### src/rtl/instr_seq_pkg.sv
// Shared widths, opcodes and FSM state encoding for the instruction sequencer.
// The optional SINGLE_STEP_EN macro is consumed by instr_seq itself, not here.
package instr_seq_pkg;

  localparam int ADDR_W = 4;
  localparam int OPC_W  = 4;
  localparam int STEP_W = 3;

  localparam logic [OPC_W-1:0] OP_JMP = 4'h6;
  localparam logic [OPC_W-1:0] OP_HLT = 4'hF;

  typedef enum logic [2:0] {
    ST_IDLE   = 3'd0,
    ST_FETCH  = 3'd1,
    ST_DECODE = 3'd2,
    ST_EXEC   = 3'd3,
    ST_HALT   = 3'd4
  } state_t;

  // Microstep counter sticks at all-ones so long instructions never alias step 0.
  function automatic logic [STEP_W-1:0] satInc(input logic [STEP_W-1:0] v);
    return (&v) ? v : v + 1'b1;
  endfunction

endpackage

### src/rtl/instr_seq_pc_counter.sv
// Program counter for instr_seq: synchronous active-low reset, jump load, and
// increment that wraps naturally at the top of the address space.
module pc_counter
  import instr_seq_pkg::*;
(
  input  logic              clk,
  input  logic              rst_n,
  input  logic              i_load,
  input  logic [ADDR_W-1:0] i_load_val,
  input  logic              i_inc,
  output logic [ADDR_W-1:0] o_pc
);

  logic [ADDR_W-1:0] r_pc;
  logic [ADDR_W-1:0] w_pc_next;

  // A jump load wins over increment; the two never coincide in the sequencer.
  always_comb begin
    w_pc_next = r_pc;
    if (i_load) begin
      w_pc_next = i_load_val;
    end else if (i_inc) begin
      w_pc_next = r_pc + 1'b1;
    end
  end

  always_ff @(posedge clk) begin
    if (!rst_n) begin
      r_pc <= '0;
    end else begin
      r_pc <= w_pc_next;
    end
  end

  assign o_pc = r_pc;

endmodule

### src/rtl/instr_seq.sv
// Fetch/decode/execute sequencer driving a 4-to-16 control decoder.
// Define SINGLE_STEP_EN to add the step_req input (one instruction per pulse).
module instr_seq
  import instr_seq_pkg::*;
(
  input  logic              clk,
  input  logic              rst_n,
  input  logic              run,
`ifdef SINGLE_STEP_EN
  input  logic              step_req,
`endif
  output logic              mem_req,
  output logic [ADDR_W-1:0] mem_addr,
  input  logic              mem_ack,
  input  logic [7:0]        mem_data,
  output logic [OPC_W-1:0]  dec_sel,
  output logic              dec_valid,
  output logic [3:0]        operand,
  output logic [STEP_W-1:0] step,
  input  logic              exec_done,
  output logic              halted
);

  state_t              r_state;
  logic [7:0]          r_ir;
  logic                r_mem_req;
  logic [OPC_W-1:0]    r_dec_sel;
  logic                r_dec_valid;
  logic [3:0]          r_operand;
  logic [STEP_W-1:0]   r_step;
  logic                r_halted;

  logic                w_start;
  logic                w_pc_inc;
  logic                w_pc_load;
  logic [OPC_W-1:0]    w_opcode;
  logic [ADDR_W-1:0]   w_pc;

`ifdef SINGLE_STEP_EN
  assign w_start = run & step_req;
`else
  assign w_start = run;
`endif

  assign w_opcode  = r_ir[7:4];
  assign w_pc_inc  = (r_state == ST_FETCH) && mem_ack;
  assign w_pc_load = (r_state == ST_DECODE) && (w_opcode == OP_JMP);

  pc_counter u_pc (
    .clk        (clk),
    .rst_n      (rst_n),
    .i_load     (w_pc_load),
    .i_load_val (r_ir[3:0]),
    .i_inc      (w_pc_inc),
    .o_pc       (w_pc)
  );

  // dec_sel/operand load at fetch capture, while dec_valid is still low.
  always_ff @(posedge clk) begin
    if (!rst_n) begin
      r_state     <= ST_IDLE;
      r_ir        <= '0;
      r_mem_req   <= 1'b0;
      r_dec_sel   <= '0;
      r_dec_valid <= 1'b0;
      r_operand   <= '0;
      r_step      <= '0;
      r_halted    <= 1'b0;
    end else begin
      case (r_state)
        ST_IDLE: begin
          if (w_start) begin
            r_state   <= ST_FETCH;
            r_mem_req <= 1'b1;
          end
        end
        ST_FETCH: begin
          if (mem_ack) begin
            r_ir      <= mem_data;
            r_dec_sel <= mem_data[7:4];
            r_operand <= mem_data[3:0];
            r_mem_req <= 1'b0;
            r_state   <= ST_DECODE;
          end
        end
        ST_DECODE: begin
          if (w_opcode == OP_HLT) begin
            r_state  <= ST_HALT;
            r_halted <= 1'b1;
          end else if (w_opcode == OP_JMP) begin
            r_state <= ST_IDLE;
          end else begin
            r_state     <= ST_EXEC;
            r_dec_valid <= 1'b1;
            r_step      <= '0;
          end
        end
        ST_EXEC: begin
          if (exec_done) begin
            r_state     <= ST_IDLE;
            r_dec_valid <= 1'b0;
            r_step      <= '0;
          end else begin
            r_step <= satInc(r_step);
          end
        end
        ST_HALT: begin
          r_halted    <= 1'b1;
          r_mem_req   <= 1'b0;
          r_dec_valid <= 1'b0;
        end
        default: begin
          r_state <= ST_IDLE;
        end
      endcase
    end
  end

  assign mem_req   = r_mem_req;
  assign mem_addr  = w_pc;
  assign dec_sel   = r_dec_sel;
  assign dec_valid = r_dec_valid;
  assign operand   = r_operand;
  assign step      = r_step;
  assign halted    = r_halted;

endmodule

### config.mk
export PLATFORM = sky130hd
export DESIGN_NAME = instr_seq
export DESIGN_NICKNAME = d
export VERILOG_FILES = /design/src/rtl/instr_seq_pkg.sv /design/src/rtl/instr_seq_pc_counter.sv /design/src/rtl/instr_seq.sv
export SDC_FILE = /design/constraint.sdc
export NUM_CORES = 1
export LEC_CHECK = 0
export CAP_MARGIN = 5
export CORE_MARGIN = 10
export CORE_UTILIZATION = 40
export DETAILED_ROUTE_END_ITERATION = 8
export PLACE_DENSITY = 0.66
export SLEW_MARGIN = 20
export SYNTH_ARGS = -nofsm -noshare
export SYNTH_HDL_FRONTEND = slang
export SYNTH_SLANG_ARGS = --single-unit
export TNS_END_PERCENT = 10
### constraint.sdc
create_clock -name clk -period 1.6 [get_ports clk]
set_clock_uncertainty 0.05 [all_clocks]
set_input_delay 0.32 -clock clk [delete_from_list [all_inputs] [get_ports clk]]
set_output_delay 0.32 -clock clk [all_outputs]
set_load 0.02 [all_outputs]
Yosys cells after proc, flatten, opt, wreduce, memory -nomap -nowiden
Index checks and enable logic that the tools add are counted.
{ "word_totals": {"wordCells": 62, "out_inout_bits": 18, "register_bits": 29} }
{ "op_classes": {"mux": 22, "n_reduce_logical": 15, "n_addsub": 2, "bitwise_logic": 1, "n_eq_ne": 13} }
{ "op_table": {"columns": ["op", "count"], "rows": [
  ["3-bit 2-to-1 mux", 8],
  ["3-bit one-hot mux with 5 select lines", 1],
  ["4-bit AND reduction", 3],
  ["2-bit != test, second input constant", 5],
  ["4-bit 2-to-1 mux", 2],
  ["3-bit by 2-bit == test with 1-bit output, second input constant", 2],
  ["1-bit 2-to-1 mux", 6],
  ["1-bit one-hot mux with 3 select lines", 2],
  ["3-bit one-hot mux with 2 select lines", 1],
  ["3-bit AND reduction", 2],
  ["2-bit nonzero test", 3],
  ["3-bit nonzero test", 2],
  ["4-bit by 1-bit adder with 4-bit output, second input constant", 1],
  ["4-bit by 3-bit == test with 1-bit output, second input constant", 1],
  ["4-bit == test, second input constant", 1],
  ["2-bit AND reduction", 2],
  ["3-bit by 1-bit adder with 3-bit output, second input constant", 1],
  ["3-bit by 1-bit == test with 1-bit output, second input constant", 1],
  ["3-bit == test, second input constant", 1],
  ["3-bit zero test", 1],
  ["3-bit != test, second input constant", 1],
  ["1-bit logical AND", 2],
  ["2-bit 2-to-1 mux", 1],
  ["2-bit by 1-bit != test with 1-bit output, second input constant", 1],
  ["other kinds (2)", 2]
]} }

Logic depth before layout (Yosys ltp)
{ "logic_depth": {"word_depth": 4, "ltp_mapped": 6} }

By module
Synthesis repeated with hierarchy kept, for this count alone.
{ "hier_totals": {"hier_cells": 107, "hier_area_um2": 1011.0} }
{ "by_module_without_submodules": {"columns": ["mod", "n_inst", "cells_per_inst", "area_each_um2", "seq_area_each_um2"], "rows": [
  ["instr_seq", 1, 85, 818.3, 340.3],
  ["pc_counter", 1, 22, 192.7, 80.1]
]} }

Worst setup path before layout
Ideal clock, no wire load.
{ "synth_path": {"path_kind": "reg-to-reg", "startpoint": "register r_ir[6]", "endpoint": "register u_pc.r_pc[0], in the netlist u_pc.o_pc[0]", "t_arrival_ns": 1.269, "path_stages_with_launch": 5, "synth_period_minus_slack_ns": 1.457, "path_slack_ns": 0.143, "setup_time_ns": 0.137, "path_buffers": 0, "path_cell_list": "dfxtp_1 nand4b_1 or4_4 o21ai_1 a211oi_1"} }
{ "synth_between": {"elab_chain_len": 3, "word_cells_on_any_way": 4} }
{ "synth_rtl": {"columns": ["element", "line", "rtl"], "rows": [
  ["from (decl)", "instr_seq.sv:25", "logic [7:0] r_ir;"],
  ["from (signal assigned)", "instr_seq.sv:79", "r_ir <= mem_data;"],
  ["4-bit by 3-bit == test with 1-bit output (*)", "instr_seq.sv:47", "assign w_pc_load = (r_state == ST_DECODE) && (w_opcode == OP_JMP);"],
  ["1-bit logical AND (*)", "instr_seq.sv:47", null],
  ["4-bit 2-to-1 mux / 2-bit nonzero test (equally long branches)", null, null],
  ["to (signal assigned)", "instr_seq_pc_counter.sv:31", "r_pc <= w_pc_next;"],
  ["to (decl)", "instr_seq_pc_counter.sv:14", "logic [ADDR_W-1:0] r_pc;"]
]} }
Mark *: on every way between the ends. The rest lies on a longest branch, timed or not.
A chain may end at the register's enable or synchronous reset.

==> qor.yml <==
clock_network:
  clock_latency_ns: 0.30
  cts_tree: "done"
  postCtsSetupRepairBufs: 0
  cts-root-buf: "clkbuf_4"
  cts_sinks: 21
  cts_resized: 18
  path_clk_slew_ns: 0.12
  clockBufferDepth: 2
  cts_inserted_buffers: 3
  holdBufCountCts: 0
  h-tree-depth: 1
power_and_ir_drop:
  power_density_nw_per_um2: 717
  peakVddDrop_v: 0.000609
  p_leak_uw: 0.000609
setup_path:
  crit_path_cell_trace: "dlygate4sd2_1"
  rr_endpoint: "u_pc.o_pc[0]"
  start_kind: "flip-flop"
  crit_buf_inv: 1
  crit_cells: 1
  critPathRequiredTime_ns: 1.23
  r2r_slack_ns: 0.12
  rr_startpoint: "r_state[1]"
  endpoint: "dec_sel[0]"
  end_kind: "output pin"
  startpoint: "r_ir[4]"
  critPathSlowestCell: "dfxtp_1"
  slowest_delay_ns: 0.47
  r2r_cells: 4
  cp.arrival_ns: 1.14
  cp_max_fo: 6
  worstSetupPathType: "flip-flop to output pin"
  crit_family: "flip-flops"
cells_and_area:
  fin_nets: 171
  multi_input_area_um2: 554
  n_antenna_cell: 0
  seq_area_um2: 422
  drive_gt1_share_pct: 12.3
  syn_to_final_growth_pct: 36.9
  nFillCells: 238
synth:
  async_reset_ff_share_pct: 0
  synth_most_common_cell: "nand2_1"
  ys_seq_area_share_pct: 41.1
  synth.avg_cell_area_um2: 8.75
  ys_types: 41
  synth_area_um2: 1020
  ys_ff_latch: 21
  yosysWarningCount: 0
  ys.flop_type: "dfxtp_1"
  yosysTopAreaCellShare_pct: 41.1
  synth_top_area_cell: "dfxtp_1"
  synth-edff-count: 0
  netlist_top_cells_count: "nand2_1 (25), dfxtp_1 (21), a21boi_1 (9)"
  synth_area_leaders: "dfxtp_1 (41%), nand2_1 (9.2%), a21boi_1 (6.6%), ha_1 (3.7%), mux2i_1 (2.9%)"
  syn_nets: 133
  syn_inst: 117
routing:
  antenna_left: 0
  first_pass_iters: 5
  drc_errors: 0
  drt_iter0_drc: 42
  viasPerCell: 5.18
  vias: 953
  wire_per_inst_um: 13.8
  routed_wl_mm: 2.53
timing:
  fmax_mhz: 661
  setup_viol: 0
  slew_headroom_pct: 71.8
  fin_ws_ns: 0.0875
  period_minus_slack_ns: 1.51
  grt_setup_unrepaired: "no"
  hold_viol: 0
  fin_crit_sh_pct: 94.5
  tightestPinTransition_ns: 0.419
  slew_violations: 0
  holdWs_ns: 0.429
global_route:
  gr-max-usage-layer: "met2"
  grt_antenna_before_repair: 0
  grt_pass1_vias: 946
  grt_pass1_wl_mm: 4.32
  grt_util_met3_pct: 4.04
  grt_max_degree: 15
  grtUsageTotal_pct: 10.1
  use_met2_pct: 17.2
  grt_overflow_total: 0
  grtUsageMet1_pct: 11.8
die:
  core_um2: 2450
  dieArea_um2: 4980
  die_y_um: 70.6
  fp.dieW_um: 70.6
  initial_utilization_pct: 41.7
  io_pins: 31
  rows: 18
min_path:
  hp-class: "flip-flop to flip-flop"
  holdPathStages: 2
placed_design:
  globalplace.congestion: 0.866
  place_ws_ns: -0.162
  portBuffers: 30
  dp_hpwl_mm: 2.02
job:
  drv_cap: 0
status:
  status: "completed"
metrics by stage:
step                util (%)  total power [uW]  std cells  area [um2]  TNS [ns]
floorplan                  -               674        117        1020         0
global placement        56.8               772        180        1400     -1.22
detailed placement      56.8               775        180        1400     -1.32
CTS                     57.0              1020        184        1400         0
global route            57.1              1060        184        1400         0
finish                  57.1              1010        184        1400         0
routing by layer:
metal | wire length (um) | vias up | share of wire, %
met5 | 0 | - | 0
met4 | 13 | 0 | 0.51
met3 | 157 | 2 | 6.2
met2 | 1250 | 26 | 49
met1 | 1120 | 430 | 44
li1 | - | 495 | -
final cells by class:
type / count / area share (%)
multi-input cells: 87 / 39.6
inverters: 2 / 0.536
repair buffers: 40 / 25.2
well taps: 30 / 2.68
clock inverters: 1 / 0.357
flip-flops and latches: 21 / 30.1
clock buffers: 3 / 1.61
worst min path at each step:
stage	from	end	slack, ns
2_1_floorplan	mem_data[0]	r_ir[0]	0.40
3_3_place_gp	halted	halted	0.39
3_5_place_dp	r_ir[0]	r_ir[0]	0.42
4_1_cts	r_ir[0]	r_ir[0]	0.43
5_1_grt	r_ir[3]	r_ir[3]	0.47
6_report	r_ir[0]	r_ir[0]	0.43
registers in the layout (all words and copies together) (netlist names):
name and cells:
r_ir 8, u_pc.o_pc 4, r_state 3, step 3, dec_valid 1, halted 1, mem_req 1
cell families after synthesis:
group | synth area share, %
buf+inv | 4.77
compound gates | 21.8
flops | 41.1
xor+xnor | 1.71
mux | 2.93
fa+ha+maj | 3.67
simple gates | 24.1
power by group:
| part | switching, uW | leakage, uW | internal (uW) |
|---|---|---|---|
| Clock | 161 | 0.0000177 | 93.2 |
| Combinational | 85.3 | 0.000420 | 93.6 |
| Sequential | 27.1 | 0.000171 | 545 |
| Total | 274 | 0.000609 | 731 |
cell usage in the layout (no fill, tap or decap), drive strengths merged, types with 2 or more instances in the layout:
cell type / instances
a211oi: 2
a21boi: 10
a21oi: 4
buf: 10
clkbuf: 3
clkdlybuf4s50: 12
dfxtp: 21
dlygate4sd2: 18
ha: 3
inv: 2
mux2i: 3
nand2: 25
nand2b: 3
nand3: 3
nor2: 3
o2111a: 2
o21ai: 7
Power figures use the tool's default switching activity.
